==> src/rtl/gcn_col_writer.sv <==
// gcn_col_writer
// Collects the two aggregated-column result streams from the layer-2
// scheduler. Each element gets a row number within its column, is buffered
// in a small dual-push FIFO, and is written to the result memory through a
// valid/ready port. Per-column completion is tracked, and o_done pulses once
// every column has been written.
//
// Optional build macro: GCN_RELU_EN. When defined, negative elements are
// stored as zero at push time (ReLU after aggregation).
//
// state | meaning
// ------+--------------------------------------------------------------
// IDLE  | not armed; input valids ignored
// RUN   | accepting elements, writing to memory (o_busy)
// DONE  | every column written; o_done high for this single cycle
module gcn_col_writer #(
    parameter int DATA_BITS  = 16,
    parameter int COL_LEN    = 100,
    parameter int NUM_COLS   = 8,
    parameter int FIFO_DEPTH = 8,
    parameter int ADDR_BITS  = 10
) (
    input  logic                 clk,
    input  logic                 rst,
    input  logic                 i_start,
    input  logic                 i_col_valid_1,
    input  logic [DATA_BITS-1:0] i_col_1,
    input  logic [2:0]           i_col_idx_1,
    input  logic                 i_col_valid_2,
    input  logic [DATA_BITS-1:0] i_col_2,
    input  logic [2:0]           i_col_idx_2,
    output logic                 o_wr_valid,
    output logic [ADDR_BITS-1:0] o_wr_addr,
    output logic [DATA_BITS-1:0] o_wr_data,
    input  logic                 i_wr_ready,
    output logic [NUM_COLS-1:0]  o_col_done,
    output logic                 o_done,
    output logic                 o_overflow,
    output logic                 o_busy
);

    localparam int PTR_W = $clog2(FIFO_DEPTH);
    localparam int CNT_W = PTR_W + 1;
    localparam int ROW_W = $clog2(COL_LEN + 1);
    localparam logic [ROW_W-1:0] ROW_MAX  = ROW_W'(COL_LEN);
    localparam logic [ROW_W-1:0] ROW_LAST = ROW_W'(COL_LEN - 1);

    typedef enum logic [1:0] {
        IDLE = 2'd0,
        RUN  = 2'd1,
        DONE = 2'd2
    } state_t;

    // The column and last-row flag travel with each entry so completion can
    // be tracked at pop time without dividing the address back apart.
    typedef struct packed {
        logic [ADDR_BITS-1:0] addr;
        logic [DATA_BITS-1:0] data;
        logic [2:0]           col;
        logic                 last;
    } entry_t;

    state_t             state;
    entry_t             mem [FIFO_DEPTH];
    logic [PTR_W-1:0]   wr_ptr;
    logic [PTR_W-1:0]   rd_ptr;
    logic [CNT_W-1:0]   count;
    logic [ROW_W-1:0]   row_cnt [NUM_COLS];

    logic               pop;
    logic [CNT_W-1:0]   free_slots;
    logic               run_push;
    logic               col_ok_1, col_ok_2;
    logic [ROW_W-1:0]   row_1, row_2;
    logic               acc_1, acc_2;
    logic               drop;
    entry_t             entry_1, entry_2;
    entry_t             head;

    function automatic entry_t make_entry(input logic [2:0]           idx,
                                          input logic [ROW_W-1:0]     row,
                                          input logic [DATA_BITS-1:0] data);
        entry_t e;
        int     addr_full;
        addr_full = int'(idx) * COL_LEN + int'(row);
        e.addr = addr_full[ADDR_BITS-1:0];
`ifdef GCN_RELU_EN
        e.data = data[DATA_BITS-1] ? '0 : data;
`else
        e.data = data;
`endif
        e.col  = idx;
        e.last = (row == ROW_LAST);
        return e;
    endfunction

    // Accept/drop decision for both streams; stream 1 always claims a slot first.
    always_comb begin
        pop        = (count != '0) && i_wr_ready;
        // The slot freed by this cycle's pop is usable by this cycle's push.
        free_slots = CNT_W'(FIFO_DEPTH) - count + CNT_W'(pop);
        run_push   = (state == RUN) && !i_start;

        col_ok_1 = int'(i_col_idx_1) < NUM_COLS;
        col_ok_2 = int'(i_col_idx_2) < NUM_COLS;
        row_1    = col_ok_1 ? row_cnt[i_col_idx_1] : '0;
        row_2    = col_ok_2 ? row_cnt[i_col_idx_2] : '0;

        acc_1 = run_push && i_col_valid_1 && col_ok_1 &&
                (row_1 < ROW_MAX) && (free_slots >= CNT_W'(1));
        if (acc_1 && (i_col_idx_1 == i_col_idx_2)) begin
            row_2 = row_2 + ROW_W'(1);
        end
        acc_2 = run_push && i_col_valid_2 && col_ok_2 &&
                (row_2 < ROW_MAX) &&
                (free_slots >= (acc_1 ? CNT_W'(2) : CNT_W'(1)));

        drop = run_push && ((i_col_valid_1 && !acc_1) ||
                            (i_col_valid_2 && !acc_2));

        entry_1 = make_entry(i_col_idx_1, row_1, i_col_1);
        entry_2 = make_entry(i_col_idx_2, row_2, i_col_2);
    end

    // FIFO storage and pointers; i_start flushes any buffered entries.
    always_ff @(posedge clk or posedge rst) begin
        if (rst) begin
            wr_ptr <= '0;
            rd_ptr <= '0;
            count  <= '0;
            for (int i = 0; i < FIFO_DEPTH; i++) begin
                mem[i] <= '0;
            end
        end else if (i_start) begin
            wr_ptr <= '0;
            rd_ptr <= '0;
            count  <= '0;
        end else begin
            if (pop) begin
                rd_ptr <= rd_ptr + PTR_W'(1);
            end
            if (acc_1) begin
                mem[wr_ptr] <= entry_1;
            end
            if (acc_2) begin
                mem[acc_1 ? wr_ptr + PTR_W'(1) : wr_ptr] <= entry_2;
            end
            wr_ptr <= wr_ptr + PTR_W'(acc_1) + PTR_W'(acc_2);
            count  <= count + CNT_W'(acc_1) + CNT_W'(acc_2) - CNT_W'(pop);
        end
    end

    // Row counters, per-column completion and sticky overflow.
    always_ff @(posedge clk or posedge rst) begin
        if (rst) begin
            for (int c = 0; c < NUM_COLS; c++) begin
                row_cnt[c] <= '0;
            end
            o_col_done <= '0;
            o_overflow <= 1'b0;
        end else if (i_start) begin
            for (int c = 0; c < NUM_COLS; c++) begin
                row_cnt[c] <= '0;
            end
            o_col_done <= '0;
            o_overflow <= 1'b0;
        end else begin
            for (int c = 0; c < NUM_COLS; c++) begin
                row_cnt[c] <= row_cnt[c]
                    + ROW_W'(acc_1 && (int'(i_col_idx_1) == c))
                    + ROW_W'(acc_2 && (int'(i_col_idx_2) == c));
            end
            if (pop && head.last) begin
                o_col_done[head.col] <= 1'b1;
            end
            if (drop) begin
                o_overflow <= 1'b1;
            end
        end
    end

    // Sequencing FSM with registered busy/done flags.
    always_ff @(posedge clk or posedge rst) begin
        if (rst) begin
            state  <= IDLE;
            o_busy <= 1'b0;
            o_done <= 1'b0;
        end else if (i_start) begin
            state  <= RUN;
            o_busy <= 1'b1;
            o_done <= 1'b0;
        end else begin
            case (state)
                RUN: begin
                    if (&o_col_done) begin
                        state  <= DONE;
                        o_busy <= 1'b0;
                        o_done <= 1'b1;
                    end
                end
                DONE: begin
                    state  <= IDLE;
                    o_done <= 1'b0;
                end
                default: begin
                    state  <= IDLE;
                    o_busy <= 1'b0;
                    o_done <= 1'b0;
                end
            endcase
        end
    end

    // Head of the FIFO drives the write port; outputs read zero when empty.
    always_comb begin
        head       = mem[rd_ptr];
        o_wr_valid = (count != '0);
        o_wr_addr  = o_wr_valid ? head.addr : '0;
        o_wr_data  = o_wr_valid ? head.data : '0;
    end

endmodule

==> config.mk <==
export PLATFORM = sky130hd
export DESIGN_NAME = gcn_col_writer
export DESIGN_NICKNAME = d
export VERILOG_FILES = /design/src/rtl/gcn_col_writer.sv
export SDC_FILE = /design/constraint.sdc
export NUM_CORES = 1
export LEC_CHECK = 0
export BUFFER_PORTS_ARGS = -buffer_cell sky130_fd_sc_hd__buf_2
export CAP_MARGIN = 20
export CORE_MARGIN = 2
export CORE_UTILIZATION = 40
export CTS_CLUSTER_DIAMETER = 100
export CTS_CLUSTER_SIZE = 24
export DETAILED_ROUTE_END_ITERATION = 8
export PLACE_DENSITY = 0.53
export SETUP_SLACK_MARGIN = 0.3
export SYNTH_ARGS = -nofsm -noshare
export SYNTH_HDL_FRONTEND = slang
export SYNTH_SLANG_ARGS = --single-unit
==> constraint.sdc <==
create_clock -name clk -period 32.8 [get_ports clk]
set_input_delay 6.56 -clock clk [delete_from_list [all_inputs] [get_ports clk]]
set_output_delay 6.56 -clock clk [all_outputs]
set_load 0.01 [all_outputs]
* Word-level counts from Yosys, hierarchy flattened
Index checks and enable logic that the tools add are counted.
** Cells by class
- Add/subtract/negate cells :: 28
- Multipliers :: 2
- Order comparisons :: 13
- Equality and inequality tests :: 21
- Multiplexer cells :: 43
- Bitwise operators :: 6
- Reduce and logical (&&, ||, !) cells :: 44
** Operator list (count)
- 240-bit 2-to-1 mux :: 3
- 240-bit bitwise mux :: 2
- 30-bit demux with 3-bit select :: 2
- 30-bit 2-to-1 mux :: 4
- 7-bit by 1-bit adder with 7-bit output :: 16
- 30-bit binary-select mux with 3-bit select :: 1
- 56-bit 2-to-1 mux :: 1
- 7-bit binary-select mux with 3-bit select :: 2
- 7-bit 2-to-1 mux :: 5
- 1-bit logical AND :: 32
- 3-bit == test, second input constant :: 8
- 10-bit by 7-bit adder with 10-bit output :: 2
- 4-bit >= comparator, second input constant :: 5
- 3-bit NOT with 4-bit output :: 5
- 3-bit by 5-bit multiplier with 8-bit output, second input constant :: 2
- 16-bit 2-to-1 mux :: 1
- 8-bit 2-to-1 mux :: 2
- 7-bit == test, second input constant :: 2
- 7-bit less-than comparator, second input constant :: 2
- 4-bit by 1-bit adder with 4-bit output :: 3
- 3-bit by 2-bit == test with 1-bit output, second input constant :: 4
- 3-bit 2-to-1 mux :: 4
- 10-bit 2-to-1 mux :: 1
- 4-bit by 1-bit less-than comparator with 1-bit output, second input constant :: 2
- 28 further kinds :: 46
** Word-level totals
- Bits in registers :: 319
- Output and inout bits :: 38

* Longest topological paths before layout
- Word-level depth :: 18
- Gate-level depth with buffers :: 31
- Depth with buffers taken out :: 28

* Worst setup path after synthesis
No wires, ideal clock.
- Path kind :: input to register
- From :: in i_col_idx_1[2]
- To :: reg row_cnt[48] (netlist name)
- Library setup time :: 0.132 ns
- Arrival :: 10.861 ns
- Setup slack :: 21.807 ns
- Cell stages on the path :: 22
- Path through :: clkbuf_1 -> clkbuf_1 -> mux4_2 -> and3_1 -> o32a_1 -> nor2_2 -> inv_1 -> clkbuf_1 -> ha_1 -> nand2b_1 -> nand3_1 -> a31oi_1 -> nor2_1 -> a21boi_1 -> nor2b_1 -> and2_1 -> fa_1 -> ha_1 -> and3_1 -> nand3_1 -> xor2_1 -> nor2_1
** On the way
- Longest elaborated chain between the ends :: 15
- Elaborated cells on any way between the ends :: 21
- Those cells by class :: add/sub: 2; order compare: 3; eq/ne: 2; mux: 6; bitwise: 1; reduce/logical: 7
** RTL lines
- start: declaration :: line 28 : input logic [2:0] i_col_idx_1,
- 3-bit NOT with 4-bit output (implied by the code) :: line 106 : row_1 = col_ok_1 ? row_cnt[i_col_idx_1] : '0;
- 7-bit binary-select mux with 3-bit select :: line 106
- 7-bit 2-to-1 mux (implied by the code) (2 in series) :: line 106
- 7-bit less-than comparator :: line 110 : (row_1 < ROW_MAX) && (free_slots >= CNT_W'(1));
- 1-bit logical AND :: line 109 : acc_1 = run_push && i_col_valid_1 && col_ok_1 &&
- 1-bit logical AND :: line 110
- 1-bit logical AND :: line 111 : if (acc_1 && (i_col_idx_1 == i_col_idx_2)) begin
- 7-bit 2-to-1 mux :: line 111
- 7-bit less-than comparator :: line 115 : (row_2 < ROW_MAX) &&
- 1-bit logical AND :: line 114 : acc_2 = run_push && i_col_valid_2 && col_ok_2 &&
- 1-bit logical AND :: line 115
- 1-bit logical AND :: line 171 : + ROW_W'(acc_2 && (int'(i_col_idx_2) == c));
- 7-bit by 1-bit adder with 7-bit output * :: line 171
- 56-bit 2-to-1 mux * :: line 161 : end else if (i_start) begin
- end signal: indexed assignment :: line 169 : row_cnt[c] <= row_cnt[c]
- end: declaration :: line 68 : logic [ROW_W-1:0] row_cnt [NUM_COLS];
Every way passes the cells marked *; elsewhere a longest branch is shown, timed or not. The select of a mux whose other input is x is not followed.
A chain may end at the register's enable or synchronous reset.

* Final worst setup path
- From :: in i_col_idx_1[1]
- To :: reg mem[177] (netlist name)
** On the way
- Longest elaborated chain between the ends :: 15
- Elaborated cells on any way between the ends :: 30
- Those cells by class :: add/sub: 2; mul: 1; order compare: 5; eq/ne: 1; mux: 13; bitwise: 2; reduce/logical: 6
** RTL lines
- 3-bit NOT with 4-bit output (implied by the code) :: line 106
- 7-bit binary-select mux with 3-bit select :: line 106
- 7-bit 2-to-1 mux (implied by the code) (2 in series) :: line 106
- 7-bit less-than comparator :: line 110
- 1-bit logical AND :: line 109
- 1-bit logical AND :: line 110
- 3-bit 2-to-1 mux :: line 146 : mem[acc_1 ? wr_ptr + PTR_W'(1) : wr_ptr] <= entry_2;
- 3-bit NOT with 4-bit output :: line 146
- 4-bit >= comparator (implied by the code) or 4-bit by 1-bit less-than comparator with 1-bit output (tied branches) :: line 146
- 1-bit logical AND (implied by the code) :: line 146
- 30-bit 2-to-1 mux :: line 146
- 30-bit demux with 3-bit select :: line 146
- 240-bit bitwise mux :: line 146
- 240-bit 2-to-1 mux * :: line 145 : if (acc_2) begin
- end signal: indexed assignment :: line 143 : mem[wr_ptr] <= entry_1;
- end signal: indexed assignment :: line 146
- end: declaration :: line 64 : entry_t mem [FIFO_DEPTH];
Marked as above.

==> flow_summary.json <==
{
  "status": "complete, no violations",
  "r2r_start": "count[2]",
  "syn_inst": 1761,
  "clk_path_buf_depth": 3,
  "final_cell_area_um2": 20000,
  "antenna_found_initial": 0,
  "syn-num-nets": 1863,
  "finalSetupTns_ns": 0,
  "yosysTopAreaCellShare_pct": 43.0,
  "port-buffer-count": 81,
  "cp_max_fo": 31,
  "die_area_um2": 48000,
  "layout_commonest_cell": "dfrtp_1",
  "track_usage_pct": 26.5,
  "finalHoldViolations": 0,
  "fin_crit_sh_pct": 35.9,
  "p_int_mw": 0.817,
  "synth-xor-area-share_pct": 2.70,
  "synth_compound_area_share_pct": 17.3,
  "grt_pass1_vias": 14995,
  "worst_pin_slew_ns": 1.10,
  "hp-start": "o_busy",
  "gp_congestion": 0.869,
  "numCtsBuffers": 18,
  "grt_setup_unrepaired": "no",
  "drt_iter0_drc": 1475,
  "dpl_cell_area_um2": 19500,
  "synth-simple-area-share_pct": 15.1,
  "grt_pass1_wl_mm": 95.9,
  "fin_skew_ns": 0.0318,
  "power_frac_comb_pct": 37.8,
  "vias": 14668,
  "synthMuxAreaShare_pct": 13.3,
  "cts.sinks": 318,
  "die_w_um": 219,
  "clock_latency_ns": 0.55,
  "synthToLayoutAreaGrowth_pct": 8.02,
  "avgSynthCellArea_um2": 10.5,
  "drt-vias-per-instance": 6.22,
  "ir_worst_vdd_mv": 0.0397,
  "nets": 1858,
  "wire_per_inst_um": 26.6,
  "p_seq_share_pct": 42.6,
  "swShare_pct": 36.6,
  "slowest_delay_ns": 0.83,
  "power.clock.fraction_pct": 19.6,
  "power_leakage_nw": 8.24,
  "synth_adder_area_share_pct": 4.44,
  "required_ns": 33.29,
  "crit_path_cell_trace": "buf_2, mux4_2, mux2i_1, inv_2, o32a_1, nor2_2, inv_1, ha_1, nand2b_1, nand3_1, a31oi_1, nand4bb_1, a211oi_4, buf_4, nand2b_2, o221a_2",
  "hold-worst-slack_ns": 0.484,
  "cp.arrival_ns": 12.28,
  "cts_tree": "built",
  "grt_max_degree": 112,
  "ys_types": 57,
  "r2r_setup_slack_ns": 26.53,
  "synth_area_leaders": "dfrtp_1, mux4_2, a221o_1",
  "grt-ovfl-total": 0,
  "nFillCells": 4348,
  "fmax_mhz": 84.8,
  "ant_nets": 0,
  "cts_resized": 0,
  "critPathSlowestCell": "nand2b_2",
  "ys_ff_latch": 318,
  "critical_path.endpoint_type": "flop",
  "h-tree-depth": 1,
  "top_level_ports": 82,
  "power.switching_mw": 0.472,
  "drive_gt1_share_pct": 16.0,
  "drc": 0,
  "start_util_pct": 40.6,
  "die_h_um": 219,
  "routed_wl_mm": 62.8,
  "cts_hold_buf": 0,
  "synth_top_family_by_area": "compound AO/OA/AOI/OAI gates",
  "ff2ff_path_depth": 23,
  "start_kind": "input pin",
  "synth_top_area_cell": "dfrtp_1",
  "synthArstFlopShare_pct": 100,
  "yosys_warnings": 0,
  "synth_seq_area_share_pct": 43.0,
  "cap_violations": 0,
  "post-route-util_pct": 43.9,
  "holdPathEnd": "o_busy",
  "row_count": 78,
  "cellPowerDensity_nw_per_um2": 64.4,
  "critPathKind": "input pin to flop",
  "timing.final.crit_period_ns": 11.79,
  "cts-root-buf": "clkbuf_16",
  "postCtsSetupRepairBufs": 0,
  "netlist_area_um2": 18500,
  "dp_hpwl_mm": 38.5,
  "dr.pass1.iters": 5,
  "maxSlewViolCount": 0,
  "slew_headroom_pct": 26.2,
  "clk_pin_slew_ns": 0.10,
  "synth_edf_count": 0,
  "layout_common_cells": "dfrtp_1, nor2_1, nor3_1",
  "min_path_cells": 1,
  "worst_hold_path_type": "flop to flop",
  "reg2reg_to": "mem[177]",
  "synthFlopType": "dfrtp_1",
  "core_area_um2": 45600,
  "setup_viol": 0
}
==> state kept, by name, summed over array words and instances (netlist names), 3 cells and up <==
name        cells
row_cnt        56
o_col_done      8
count           4
rd_ptr          3
wr_ptr          3
mem           240
==> cell usage after synthesis, drive strengths merged, types with 20 or more instances <==
| master | count |
|---|---|
| dfrtp | 318 |
| mux4 | 88 |
| a21oi | 107 |
| nor2b | 48 |
| nand2 | 56 |
| nand2b | 31 |
| nand3 | 27 |
| mux2i | 40 |
| inv | 52 |
| clkbuf | 90 |
| o221a | 20 |
| a221o | 99 |
| buf | 50 |
| and3 | 23 |
| nor3 | 116 |
| ha | 45 |
| o21a | 93 |
| xor2 | 24 |
| o21ai | 20 |
| xnor2 | 33 |
| nor2 | 233 |
==> cells by family (layout without fill, tap and decap cells) <==
| group | Yosys count | in the layout |
|---|---|---|
| compound gates | 416 | 416 |
| xor+xnor | 57 | 57 |
| fa+ha+maj | 58 | 58 |
| buf+inv | 192 | 189 |
| flops | 318 | 318 |
| mux | 136 | 136 |
| other cells | 0 | 1 |
| simple gates | 584 | 584 |
==> cell type report <==
class	count	area (µm²)	area share (%)
antenna	1	2.50	0.0125
timing repair buffer	115	682	3.41
clock inverter	3	55.1	0.275
inverter	52	203	1.01
sequential	318	7960	39.8
clock buffer	19	475	2.38
multi-input combinational	1251	9880	49.4
tap	600	751	3.75
==> critical path, delay by kind of cell <==
family,cells,cell delay [ns]
AND/OR/NAND/NOR,5,1.87
buffers and inverters,4,1.37
adder cells (fa/ha/maj),1,0.41
AO/OA/AOI/OAI,4,1.16
multiplexers,2,0.86
==> per-layer routing <==
layer	global-route usage, %	up-vias	routed length [µm]
li1	-	6432	-
met1	37.6	7575	27800
met2	42.2	550	29000
met3	3.98	111	4010
met4	7.86	0	1890
met5	0	-	0
==> worst max-delay path by stage <==
stage	start	endpoint	depth (start not counted)
after floorplan	rst	count[0]	1
final	i_col_idx_1[1]	mem[177]	16
after CTS	i_col_idx_1[1]	mem[177]	16
after global routing	i_col_idx_1[1]	mem[177]	16
after global placement	i_col_idx_1[1]	mem[179]	16
after detailed placement	i_col_idx_1[1]	mem[179]	16
==> through the flow <==
step / power (mW) / setup WS [ns] / cells
after floorplan: 0.878 / 17.44 / 1761
after global placement: 1.03 / 20.66 / 2335
after detailed placement: 1.04 / 20.50 / 2336
after CTS: 1.29 / 21.09 / 2358
after global routing: 1.36 / 20.68 / 2358
final: 1.29 / 21.01 / 2359
==> power by group through the flow <==
stage          combinational, mW  clock (mW)  sequential, mW
2_1_floorplan              0.352           0           0.527
3_3_place_gp               0.479           0           0.554
3_5_place_dp               0.487           0           0.556
4_1_cts                    0.488       0.258           0.549
5_1_grt                    0.529       0.272           0.561
6_report                   0.487       0.253           0.550
Note: power is estimated with default switching activity, not from simulation.
